===== config.mk =====
export PLATFORM = sky130hd
export DESIGN_NAME = dsi_rx_packet_decoder
export DESIGN_NICKNAME = d
export VERILOG_FILES = /design/src/rtl/dsi_rx_packet_decoder.sv
export SDC_FILE = /design/constraint.sdc
export NUM_CORES = 1
export LEC_CHECK = 0
export CORE_MARGIN = 2
export CORE_UTILIZATION = 59
export CTS_CLUSTER_DIAMETER = 100
export DETAILED_ROUTE_END_ITERATION = 8
export PLACE_DENSITY = 0.81
export SETUP_SLACK_MARGIN = 0.5
export SYNTH_ARGS = -nofsm -noshare
export SYNTH_HDL_FRONTEND = slang
export SYNTH_SLANG_ARGS = --single-unit

===== constraint.sdc =====
create_clock -name clk -period 6.7 [get_ports clk]
set_input_delay 1.005 -clock clk [delete_from_list [all_inputs] [get_ports clk]]
set_output_delay 1.005 -clock clk [all_outputs]
set_load 0.02 [all_outputs]

===== src/rtl/dsi_rx_packet_decoder.sv =====
// rtl/dsi_rx_packet_decoder.sv - DSI link-layer packet decoder (header ECC, payload stream, CRC-16)
//
// Splits a merged D-PHY HS byte stream into DSI packets. Every header has its
// ECC checked, and single-bit errors are corrected. Long-packet payload is
// streamed out with one cycle of latency, and the trailing CRC-16 is checked.
//
// Ports:
//   clk, rst_n                  clock, asynchronous active-low reset
//   in_data/valid/sot/eot       HS byte stream from the lane receiver
//   hdr_valid/vc/dt/wc/long     decoded header (pulse + held fields)
//   ecc_corr, ecc_err           header ECC status, qualified by hdr_valid
//   pl_data/valid/last          payload byte stream
//   pkt_done, crc_err           long packet finished and CRC status
//   len_err, trunc_err          word count too large / burst cut mid-packet
module dsi_rx_packet_decoder #(
  parameter logic [15:0] MAX_WC    = 16'd4096,
  parameter bit          CHECK_CRC = 1'b1
) (
  input  logic        clk,
  input  logic        rst_n,
  input  logic [7:0]  in_data,
  input  logic        in_valid,
  input  logic        in_sot,
  input  logic        in_eot,
  output logic        hdr_valid,
  output logic [1:0]  hdr_vc,
  output logic [5:0]  hdr_dt,
  output logic [15:0] hdr_wc,
  output logic        hdr_long,
  output logic        ecc_corr,
  output logic        ecc_err,
  output logic [7:0]  pl_data,
  output logic        pl_valid,
  output logic        pl_last,
  output logic        pkt_done,
  output logic        crc_err,
  output logic        len_err,
  output logic        trunc_err
);

  typedef enum logic [2:0] {S_IDLE, S_HDR, S_PAYLOAD, S_CRC, S_SKIP} state_t;

  state_t      state;
  logic [1:0]  hdr_cnt;
  logic [7:0]  hb0, hb1, hb2;
  logic [15:0] cnt;
  logic [15:0] crc;
  logic [7:0]  crc_lo;
  logic        crc_idx;

  // DSI header ECC: six parity bits over the 24 header data bits.
  function automatic logic [5:0] ecc_calc(input logic [23:0] d);
    logic [5:0] p;
    p[0] = d[0]^d[1]^d[2]^d[4]^d[5]^d[7]^d[10]^d[11]^d[13]^d[16]^d[20]^d[21]^d[22]^d[23];
    p[1] = d[0]^d[1]^d[3]^d[4]^d[6]^d[8]^d[10]^d[12]^d[14]^d[17]^d[20]^d[21]^d[22]^d[23];
    p[2] = d[0]^d[2]^d[3]^d[5]^d[6]^d[9]^d[11]^d[12]^d[15]^d[18]^d[20]^d[21]^d[22];
    p[3] = d[1]^d[2]^d[3]^d[7]^d[8]^d[9]^d[13]^d[14]^d[15]^d[19]^d[20]^d[21]^d[23];
    p[4] = d[4]^d[5]^d[6]^d[7]^d[8]^d[9]^d[16]^d[17]^d[18]^d[19]^d[20]^d[22]^d[23];
    p[5] = d[10]^d[11]^d[12]^d[13]^d[14]^d[15]^d[16]^d[17]^d[18]^d[19]^d[21]^d[22]^d[23];
    return p;
  endfunction

  // Reflected CCITT CRC-16 (0x8408), one byte, LSB first.
  function automatic logic [15:0] crc_byte(input logic [15:0] c, input logic [7:0] d);
    logic [15:0] r;
    logic        fb;
    r = c;
    for (int i = 0; i < 8; i++) begin
      fb = r[0] ^ d[i];
      r  = r >> 1;
      if (fb) r = r ^ 16'h8408;
    end
    return r;
  endfunction

  // Header decode, evaluated while the ECC byte (4th header byte) is on in_data.
  logic [23:0] hd_raw, hd_fix;
  logic [5:0]  hd_syn;
  logic        hd_hit, hd_corr, hd_err, hd_long;
  logic [15:0] hd_wc;

  always_comb begin
    hd_raw = {hb2, hb1, hb0};
    hd_syn = ecc_calc(hd_raw) ^ in_data[5:0];
    hd_fix = hd_raw;
    hd_hit = 1'b0;
    // A syndrome equal to a data bit's ECC column identifies that bit.
    for (int i = 0; i < 24; i++) begin
      if (hd_syn == ecc_calc(24'd1 << i)) begin
        hd_fix[i] = ~hd_raw[i];
        hd_hit    = 1'b1;
      end
    end
    // A single-bit syndrome means only a parity bit was hit.
    hd_corr = hd_hit || $onehot(hd_syn);
    hd_err  = (hd_syn != 6'd0) && !hd_corr;
    hd_wc   = hd_fix[23:8];
    case (hd_fix[3:0])
      4'h9, 4'hC, 4'hD, 4'hE: hd_long = 1'b1;
      default:                hd_long = 1'b0;
    endcase
  end

  // pkt_open: a packet is partly received right now.
  // open_after: a packet is still partly received after this cycle's byte,
  // which is what an eot arriving in the same cycle has to judge.
  logic pkt_open, open_after;

  always_comb begin
    pkt_open = (state == S_HDR && hdr_cnt != 2'd0) || state == S_PAYLOAD || state == S_CRC;
    open_after = pkt_open;
    if (in_valid) begin
      if (in_sot && state != S_SKIP) begin
        open_after = 1'b1;
      end else begin
        case (state)
          S_HDR:     open_after = (hdr_cnt != 2'd3) || (hd_long && !hd_err && hd_wc <= MAX_WC);
          S_PAYLOAD: open_after = 1'b1;
          S_CRC:     open_after = !crc_idx;
          default:   open_after = 1'b0;
        endcase
      end
    end
  end

  always_ff @(posedge clk or negedge rst_n) begin
    if (!rst_n) begin
      state     <= S_IDLE;
      hdr_cnt   <= 2'd0;
      hb0       <= 8'd0;
      hb1       <= 8'd0;
      hb2       <= 8'd0;
      cnt       <= 16'd0;
      crc       <= 16'd0;
      crc_lo    <= 8'd0;
      crc_idx   <= 1'b0;
      hdr_valid <= 1'b0;
      hdr_vc    <= 2'd0;
      hdr_dt    <= 6'd0;
      hdr_wc    <= 16'd0;
      hdr_long  <= 1'b0;
      ecc_corr  <= 1'b0;
      ecc_err   <= 1'b0;
      pl_data   <= 8'd0;
      pl_valid  <= 1'b0;
      pl_last   <= 1'b0;
      pkt_done  <= 1'b0;
      crc_err   <= 1'b0;
      len_err   <= 1'b0;
      trunc_err <= 1'b0;
    end else begin
      hdr_valid <= 1'b0;
      ecc_corr  <= 1'b0;
      ecc_err   <= 1'b0;
      pl_valid  <= 1'b0;
      pl_last   <= 1'b0;
      pkt_done  <= 1'b0;
      crc_err   <= 1'b0;
      len_err   <= 1'b0;
      trunc_err <= 1'b0;

      if (in_valid) begin
        if (in_sot && state != S_SKIP) begin
          // New burst: any partial packet is abandoned, this byte is DI.
          if (pkt_open) trunc_err <= 1'b1;
          hb0     <= in_data;
          hdr_cnt <= 2'd1;
          crc_idx <= 1'b0;
          state   <= S_HDR;
        end else begin
          case (state)
            S_HDR: begin
              hdr_cnt <= hdr_cnt + 2'd1;
              case (hdr_cnt)
                2'd0: hb0 <= in_data;
                2'd1: hb1 <= in_data;
                2'd2: hb2 <= in_data;
                default: begin
                  hdr_valid <= 1'b1;
                  hdr_vc    <= hd_fix[7:6];
                  hdr_dt    <= hd_fix[5:0];
                  hdr_wc    <= hd_wc;
                  hdr_long  <= hd_long;
                  ecc_corr  <= hd_corr;
                  ecc_err   <= hd_err;
                  crc       <= 16'hFFFF;
                  crc_idx   <= 1'b0;
                  if (hd_err) begin
                    state <= S_SKIP;
                  end else if (hd_long) begin
                    if (hd_wc > MAX_WC) begin
                      len_err <= 1'b1;
                      state   <= S_SKIP;
                    end else if (hd_wc == 16'd0) begin
                      state <= S_CRC;
                    end else begin
                      cnt   <= hd_wc;
                      state <= S_PAYLOAD;
                    end
                  end
                end
              endcase
            end
            S_PAYLOAD: begin
              pl_data  <= in_data;
              pl_valid <= 1'b1;
              crc      <= crc_byte(crc, in_data);
              cnt      <= cnt - 16'd1;
              if (cnt == 16'd1) begin
                pl_last <= 1'b1;
                state   <= S_CRC;
              end
            end
            S_CRC: begin
              if (!crc_idx) begin
                crc_lo  <= in_data;
                crc_idx <= 1'b1;
              end else begin
                pkt_done <= 1'b1;
                crc_err  <= CHECK_CRC && ({in_data, crc_lo} != crc);
                crc_idx  <= 1'b0;
                state    <= S_HDR;
              end
            end
            default: ;
          endcase
        end
      end

      // Eot is applied after any byte in the same cycle.
      if (in_eot) begin
        state   <= S_IDLE;
        hdr_cnt <= 2'd0;
        crc_idx <= 1'b0;
        if (open_after) trunc_err <= 1'b1;
      end
    end
  end

endmodule


## Yosys cells after proc, flatten, opt, wreduce, memory -nomap -nowiden

Cells that the tools add are included.

- ROM bits: 0
- Memories kept: 0
- Word-level logic and storage cells: 384
- Output and inout bits: 42
- Latch bits: 0
- Memory bits (writable): 0
- Bits in registers: 112

- Muxes and demuxes: 152
- Multipliers: 0
- Shift-type cells: 0
- Order comparisons: 2
- Equality and inequality tests: 47
- Divide/modulo/power cells: 0
- Add/subtract/negate cells: 7
- Bitwise logic cells: 117
- Reduce and logical (&&, ||, !) cells: 36

Operators with widths:

| operator | number |
|---|---|
| two-way mux 16 bit | 35 |
| two-way mux 1 bit | 96 |
| XOR 1 bit | 81 |
| == test 6 bit, second input constant | 13 |
| case mux 16 bit (2 select lines) | 2 |
| == test 6 x 5 -> 1 bit, second input constant | 7 |
| two-way mux 3 bit | 9 |
| inverter 1 bit | 27 |
| two-way mux 8 bit | 3 |
| inverter 2 -> 3 bit | 8 |
| AND reduction 4 bit | 5 |
| == test 6 x 4 -> 1 bit, second input constant | 3 |
| == test 16 x 1 -> 1 bit, second input constant | 1 |
| == test 4 bit, second input constant | 4 |
| greater-than comparator 16 x 13 -> 1 bit, second input constant | 1 |
| <= comparator 16 x 13 -> 1 bit, second input constant | 1 |
| logical NOT 16 bit | 1 |
| != test 16 bit | 1 |
| subtractor 16 x 1 -> 16 bit, second input constant | 1 |
| != test 2 bit, second input constant | 6 |
| nonzero test 2 bit | 5 |
| case mux 3 bit (3 select lines) | 1 |
| AND reduction 3 bit | 3 |
| two-way mux 2 bit | 4 |
| other kinds (29) | 43 |

## Depth between registers and ports, before layout

Gate-level depths: netlist (run 1).

- Depth in word-level cells: 51
- Depth in mapped cells: 19

## Worst setup path before layout (run 1)

No wires, ideal clock.

- Path type: input -> register
- Start point: in in_data[1]
- End point: reg cnt[15]
- Stages on the path: 19
- Arrival time: 5.433 ns
- Required time: 6.579 ns
- Library setup time: 0.121 ns
- Setup slack: 1.146 ns
- Path through: clkbuf_1 -> xnor2_1 -> xnor3_1 -> xnor2_1 -> xor2_1 -> inv_1 -> fa_1 -> inv_1 -> fa_1 -> and2_1 -> fa_1 -> nor4_1 -> o32ai_1 -> nand4_1 -> o2111ai_1 -> mux2i_1 -> buf_2 -> o22ai_1 -> a22o_1

- Longest elaborated chain between the ends: 31

RTL lines:

| what | line | source |
|---|---|---|
| from (decl) | 21 | `input logic [7:0] in_data,` |
| XOR 6 bit (*) | 84 | `hd_syn = ecc_calc(hd_raw) ^ in_data[5:0];` |
| == test 6 x 3 -> 1 bit | 89 | `if (hd_syn == ecc_calc(24'd1 << i)) begin` |
| two-way mux 1 bit (24 in a row) | 89 |  |
| logical OR 1 bit | 95 | `hd_corr = hd_hit \|\| $onehot(hd_syn);` |
| logical NOT 1 bit | 96 | `hd_err = (hd_syn != 6'd0) && !hd_corr;` |
| logical AND 1 bit | 96 |  |
| != test 2 bit (no line) | n/a |  |
| AND reduction 8 bit (no line) | n/a |  |
| to (signal assigned) | 197 | `cnt <= hd_wc;` |
| to (signal assigned) | 208 | `cnt <= cnt - 16'd1;` |
| to (decl) | 46 | `logic [15:0] cnt;` |

Every way passes the cells marked *; elsewhere a longest branch is shown, timed or not. The select of a mux whose other input is x is not followed.
A chain may end at the register's enable or synchronous reset.

## Final worst setup path (run 1)

- Start point: in in_data[1]
- End point: reg state[0]

- Longest elaborated chain between the ends: 35

RTL lines:

| what | line | source |
|---|---|---|
| XOR 6 bit (*) | 84 |  |
| == test 6 x 3 -> 1 bit | 89 |  |
| two-way mux 1 bit (24 in a row) | 89 |  |
| logical OR 1 bit | 95 |  |
| logical NOT 1 bit | 96 |  |
| logical AND 1 bit | 96 |  |
| two-way mux 3 bit | 188 | `if (hd_err) begin` |
| two-way mux 3 bit | 174 | `case (hdr_cnt)` |
| case mux 3 bit (3 select lines) | 171 | `case (state)` |
| two-way mux 3 bit | 163 | `if (in_sot && state != S_SKIP) begin` |
| two-way mux 3 bit | 162 | `if (in_valid) begin` |
| two-way mux 3 bit | 231 | `if (in_eot) begin` |
| to (signal assigned) | 169 | `state <= S_HDR;` |
| to (signal assigned) | 189 | `state <= S_SKIP;` |
| to (signal assigned) | 232 | `state <= S_IDLE;` |
| to (decl) | 43 | `state_t state;` |

Marks and branches as above.

==> results of run 1 <==
-- per-stage QoR --
step | utilization | hold slack, ns | cells | setup slack (ns)
floorplan | - | 0.467 | 739 | 1.15
global placement | 0.664 | 0.461 | 904 | 0.720
detailed placement | 0.664 | 0.467 | 904 | 0.585
CTS | 0.690 | 0.486 | 920 | 0.959
global route | 0.690 | 0.511 | 920 | 0.657
finish | 0.690 | 0.478 | 920 | 0.873
-- per-layer routing --
metal	global-route usage	up-vias	routed length (µm)
met4	0.110	0	544
met5	0	-	0
met1	0.416	2757	8020
li1	-	2646	-
met2	0.479	243	8570
met3	0.0553	46	1320
-- area by class of cell --
type | count | area (µm²)
Multi-Input combinational cell | 566 | 4010
Fill cell | 914 | 3590
Sequential cell | 112 | 2800
Timing Repair Buffer | 64 | 613
Clock buffer | 9 | 225
Tap cell | 143 | 179
Inverter | 19 | 76.3
Clock inverter | 7 | 70.1
-- logic make-up (layout without fill, tap and decap cells) --
group,Yosys count,count (layout),synth area share
AOI/OAI and AO/OA,143,143,0.134
xor gates and xnor gates,124,124,0.183
adders and majority gates,12,12,0.0244
buffers and inverters,61,99,0.0358
DFF,112,112,0.397
muxes,37,37,0.0583
and+or+nand+nor,250,250,0.167
-- state kept, by name, summed over array words and instances (netlist names), 2 cells and up --
register and flops:
cnt 16, crc 16, crc_lo 8, hb0 8
hb1 8, hb2 8, hdr_cnt 2, hdr_dt 6
hdr_vc 2, hdr_wc 16, pl_data 8, state 3
-- final timing paths --
kind | from | to | cells after the start
worst min-delay path | hdr_dt[5] | hdr_dt[5] | 2
worst max register to register | hb1[0] | state[0] | 16
worst max-delay path | in_data[1] | state[0] | 18
min in group asynchronous | rst_n | hdr_vc[1] | 1
worst min register to register | hdr_dt[5] | hdr_dt[5] | 2
max in group asynchronous | rst_n | crc[3] | 2
-- cells in the final DEF (no fill, tap or decap), types with 4 or more instances in the layout --
master and instances:
a211oi_1 6, a21oi_1 26, a31oi_1 7, and2_1 5, buf_4 11, clkbuf_16 9, clkdlybuf4s50_1 53, dfrtp_1 112
ha_1 9, inv_1 17, inv_8 4, mux2_2 33, mux2i_1 4, nand2_1 101, nand2b_1 6, nand3_1 24
nand4_1 11, nor2_1 45, nor3_1 20, nor4_1 8, o211ai_1 6, o21a_1 4, o21ai_0 44, o221ai_1 4
o22a_1 5, o22ai_1 4, o32ai_1 4, or2_2 4, or3_1 5, xnor2_1 80, xnor3_1 8, xor2_1 28
-- critical path, delay by kind of cell --
kind                       cells  cell delay (ns)
adders and majority gates      3             1.48
xor gates and xnor gates       4             1.04
AOI/OAI and AO/OA              4             0.99
buffers and inverters          3             0.68
and+or+nand+nor                3             0.49
muxes                          1             0.39
==> impl_metrics.toml, run 1 <==
[run_status]
status = "complete, no violations"

[logic_synthesis]
syn_inst = 739
netlist_area_um2 = 7070
synth_edf_count = 0
synthDistinctLibCells = 72
synth-warning-count = 0
synthTopCellsByCount = "112 x dfrtp_1, 101 x nand2_1, 80 x xnor2_1"
yosysTopAreaCell = "dfrtp_1"
synth_area_leaders = "dfrtp_1 40%, xnor2_1 9.9%, nand2_1 5.4%, mux2_2 5.3%, xor2_1 3.5%"
synth_nets = 764
synth.top_cell.area_share = 0.397
synth_ff_type = "dfrtp_1"
synthArstFlopShare = 1.00
avgSynthCellArea_um2 = 9.56
seq_area_frac_synth = 0.397
yosysMostFrequentCell = "dfrtp_1"
ys_ff_latch = 112

[setup_path]
end_kind = "register"
critPathMaxFanout = 5
cp_data_required_time_ns = 6.96
max_stage_delay_ns = 0.51
cp-start-kind = "input port"
critPathSlowestCell = "clkdlybuf4s50_1"
arrival_ns = 6.08
critPathKind = "in -> reg"
cp_cell_sequence = "clkdlybuf4s50_1, xnor2_1, xnor3_1, xnor2_1, xor2_1, inv_1, fa_1, inv_1, fa_1, and2_1, fa_1, nor3b_1, o32ai_1, nand4_1, o21ai_0, o21ai_0, o21ai_0, mux2_2"
reg2reg_slack_ns = 1.02

[sta]
setup_viol = 0
period_share = 0.870
worstMarginPinSlew_ns = 1.28
finalCriticalPeriod_ns = 5.83
fin_tns_setup_ns = 0
finalHoldViolCount = 0
finalMaxSlewViolations = 0
relSlewSlack = 0.146
rsz0062_at_grt = "no"
finClkSkew_ns = 0.0110
fmax_ghz = 0.172

[drt]
wl_mm = 18.4
drcViolationCount = 0
via_per_inst = 6.19
first_iter_violations = 548
wire_per_inst_um = 20.1
firstDrtPassIters = 5
drtAntennaViolNets = 0
num_vias = 5692

[flow_run]
cap_violations = 0

[global_route]
overflow = 0
grt_max_degree = 72
grtUsageTotal = 0.301
antenna_found_initial = 0
grt_pass1_wl_mm = 30.1
grt_pass1_vias = 5642

[floorplanning]
dieWidth_um = 113
initial_core_util = 0.611
ios = 55
dieHeight_um = 113
core_um2 = 11600
rows = 39
die-area_um2 = 12900

[clock_tree]
cts_setup_buffers = 0
clk-insertion-delay-late_ns = 0.37
cts_root_buffer = "clkbuf_16"
cts_tree = "built"
cts_resized = 0
clk_path_buf_depth = 2
hold_buffers = 0
numCtsBuffers = 9
clkTransAtPathRegs_ns = 0.08
cts_sinks = 112
cts-htree-levels = 3

[finish]
final_cell_area_um2 = 7980
diodes = 0
synthToLayoutAreaGrowth_pct = 12.9
drive_gt1_frac = 0.104
nets = 797

[placement]
placed_area_um2 = 7680
dp_hpwl_mm = 13.8
place_congestion = 0.989
port_buffers = 54

[min_path]
hp-class = "reg -> reg"
Power of run 1 is left out: the tool's default activity adds up to more than one toggle a clock period on the data nets, which glitch-free logic cannot reach.
==> run 2, diff against run 1 <==
--- a/config.mk
+++ b/config.mk
@@ -7,9 +7,9 @@
 export LEC_CHECK = 0
 export CORE_MARGIN = 2
-export CORE_UTILIZATION = 59
+export CORE_UTILIZATION = 60
+export CTS_BUF_LIST = sky130_fd_sc_hd__clkbuf_8
 export CTS_CLUSTER_DIAMETER = 100
 export DETAILED_ROUTE_END_ITERATION = 8
-export PLACE_DENSITY = 0.81
-export SETUP_SLACK_MARGIN = 0.5
+export PLACE_DENSITY = 0.82
 export SYNTH_ARGS = -nofsm -noshare
 export SYNTH_HDL_FRONTEND = slang
==> constraint.sdc (replaced) <==
create_clock -name clk -period 6.7 [get_ports clk]
set_input_delay 1.34 -clock clk [delete_from_list [all_inputs] [get_ports clk]]
set_output_delay 1.34 -clock clk [all_outputs]
set_load 0.02 [all_outputs]
==> run 2 against run 1 <==
  * Critical endpoint unchanged
  * Highest routed layer unchanged
  * Worst setup slack lost 0.27 ns
  * Largest cell class unchanged
  * Sequential share of layout area increased by 0.24 points
  * Global-route usage increased by 1.3 points
  * Cell count increased by 0.54%
  * Critical path type unchanged
  * Wire length grew 3.3%
==> impl_metrics.toml, run 2 (synthesis results as in run 1) <==
[clock_tree]
cts_tree = "built"
hold_buffers = 0
clk_path_buf_depth = 2
cts_root_buffer = "clkbuf_8"
numCtsBuffers = 9
cts_resized = 0
clk-insertion-delay-late_ns = 0.40
cts-htree-levels = 3
clkTransAtPathRegs_ns = 0.11
cts_setup_buffers = 0
cts_sinks = 112

[min_path]
hold-path-cell-count = 2
hp-start = "hdr_wc[5]"
hold_end = "hdr_wc[5]"
hp-class = "reg -> reg"

[sta]
finalCriticalPeriod_ns = 6.09
hold_slack_ns = 0.489
fmax_ghz = 0.164
worstMarginPinSlew_ns = 1.05
setup_viol = 0
relSlewSlack = 0.297
finalMaxSlewViolations = 0
finClkSkew_ns = 0.0135
rsz0062_at_grt = "no"
finalHoldViolCount = 0
fin_tns_setup_ns = 0
period_share = 0.910

[floorplanning]
core_um2 = 11500
dieHeight_um = 113
ios = 55
die-area_um2 = 12700
rows = 39
initial_core_util = 0.616
dieWidth_um = 113

[setup_path]
critPathSlowestCell = "clkdlybuf4s50_1"
timing.rr.end = "state[0]"
reg2reg_slack_ns = 1.03
end_kind = "register"
cp-start-kind = "input port"
max_stage_delay_ns = 0.52
cp_data_required_time_ns = 7.00
r2r_cells = 16
arrival_ns = 6.39
critPathMaxFanout = 5
timing.rr.start = "hb1[0]"
critPathKind = "in -> reg"
cp_cell_sequence = "clkdlybuf4s50_1, xnor2_1, xnor3_1, xnor2_1, xor2_1, inv_1, fa_1, inv_1, fa_1, and2_1, fa_1, nor3b_1, o32ai_1, nand4_1, o21ai_0, o21ai_0, o21ai_0, mux2_2"

[drt]
wl_mm = 19.0
first_iter_violations = 607
wire_per_inst_um = 20.6
firstDrtPassIters = 7
drcViolationCount = 0
via_per_inst = 6.22
drtAntennaViolNets = 0
num_vias = 5751

[placement]
dp_hpwl_mm = 14.3
port_buffers = 54
place_congestion = 0.937
placed_area_um2 = 7720
placed_cells = 909

[finish]
final_cells = 925
synthToLayoutAreaGrowth_pct = 12.1
final_common_cell = "dfrtp_1"
multiInputGateArea_um2 = 4010
diodes = 0
most-common-layout-cells = "112 x dfrtp_1, 101 x nand2_1, 80 x xnor2_1"
seq_area_um2 = 2800
nets = 802
top_regs = "cnt (16), crc (16), hdr_wc (16)"
drive_gt1_frac = 0.109
final_cell_area_um2 = 7920
nFillCells = 891

[global_route]
grt_pass1_wl_mm = 30.7
overflow = 0
antenna_found_initial = 0
grt_pass1_vias = 5797
grtUsageTotal = 0.314
grt_max_degree = 81

[flow_run]
cap_violations = 0

[run_status]
status = "complete, no violations"
-- run 2: changes by cell type in the layout (fill, tap and decap cells not counted) --
| cell | before | now |
|---|---|---|
| bufinv_16 | 0 | 1 |
| buf_4 | 11 | 16 |
| inv_6 | 1 | 2 |
| inv_8 | 4 | 1 |
| clkbuf_8 | 0 | 9 |
| clkbuf_16 | 9 | 0 |
| inv_1 | 17 | 18 |
-- run 2: how the worst max path moves through the flow --
stage,slack (ns),start,end,cells after the start
6_report,0.61,in_data[1],state[0],18
5_1_grt,0.28,in_data[1],state[0],18
4_1_cts,0.63,in_data[1],state[0],18
3_5_place_dp,0.19,in_data[1],state[0],18
3_3_place_gp,0.40,in_data[1],cnt[10],19
2_1_floorplan,0.81,in_data[1],cnt[15],19
-- run 2: stage by stage --
stage | setup WS (ns) | utilization
floorplan | 0.811 | -
global placement | 0.403 | 0.673
detailed placement | 0.193 | 0.673
CTS | 0.631 | 0.691
global route | 0.282 | 0.691
finish | 0.606 | 0.691
-- run 2: routing by layer --
layer  track usage  vias to the layer above  wire [µm]
met5             0                        -          0
met4         0.115                        0        634
met3        0.0794                       49       1180
met2         0.503                      234       9110
met1         0.417                     2811       8130
li1              -                     2657          -
-- run 2: critical path, delay by kind of cell --
family,cells,cell delay (ns)
AND/OR/NAND/NOR,3,0.47
AO/OA/AOI/OAI,4,0.96
XOR/XNOR,4,1.05
buffers and inverters,3,0.69
adder cells (fa/ha/maj),3,1.49
multiplexers,1,0.38
-- run 2: layout make-up --
cell class | instances | area share
timing repair buffer | 69 | 0.0821
tap | 143 | 0.0226
clock buffer | 9 | 0.0156
sequential | 112 | 0.354
multi-input combinational | 566 | 0.506
inverter | 19 | 0.00964
clock inverter | 7 | 0.00995
Power of run 2 is left out for the same reason.
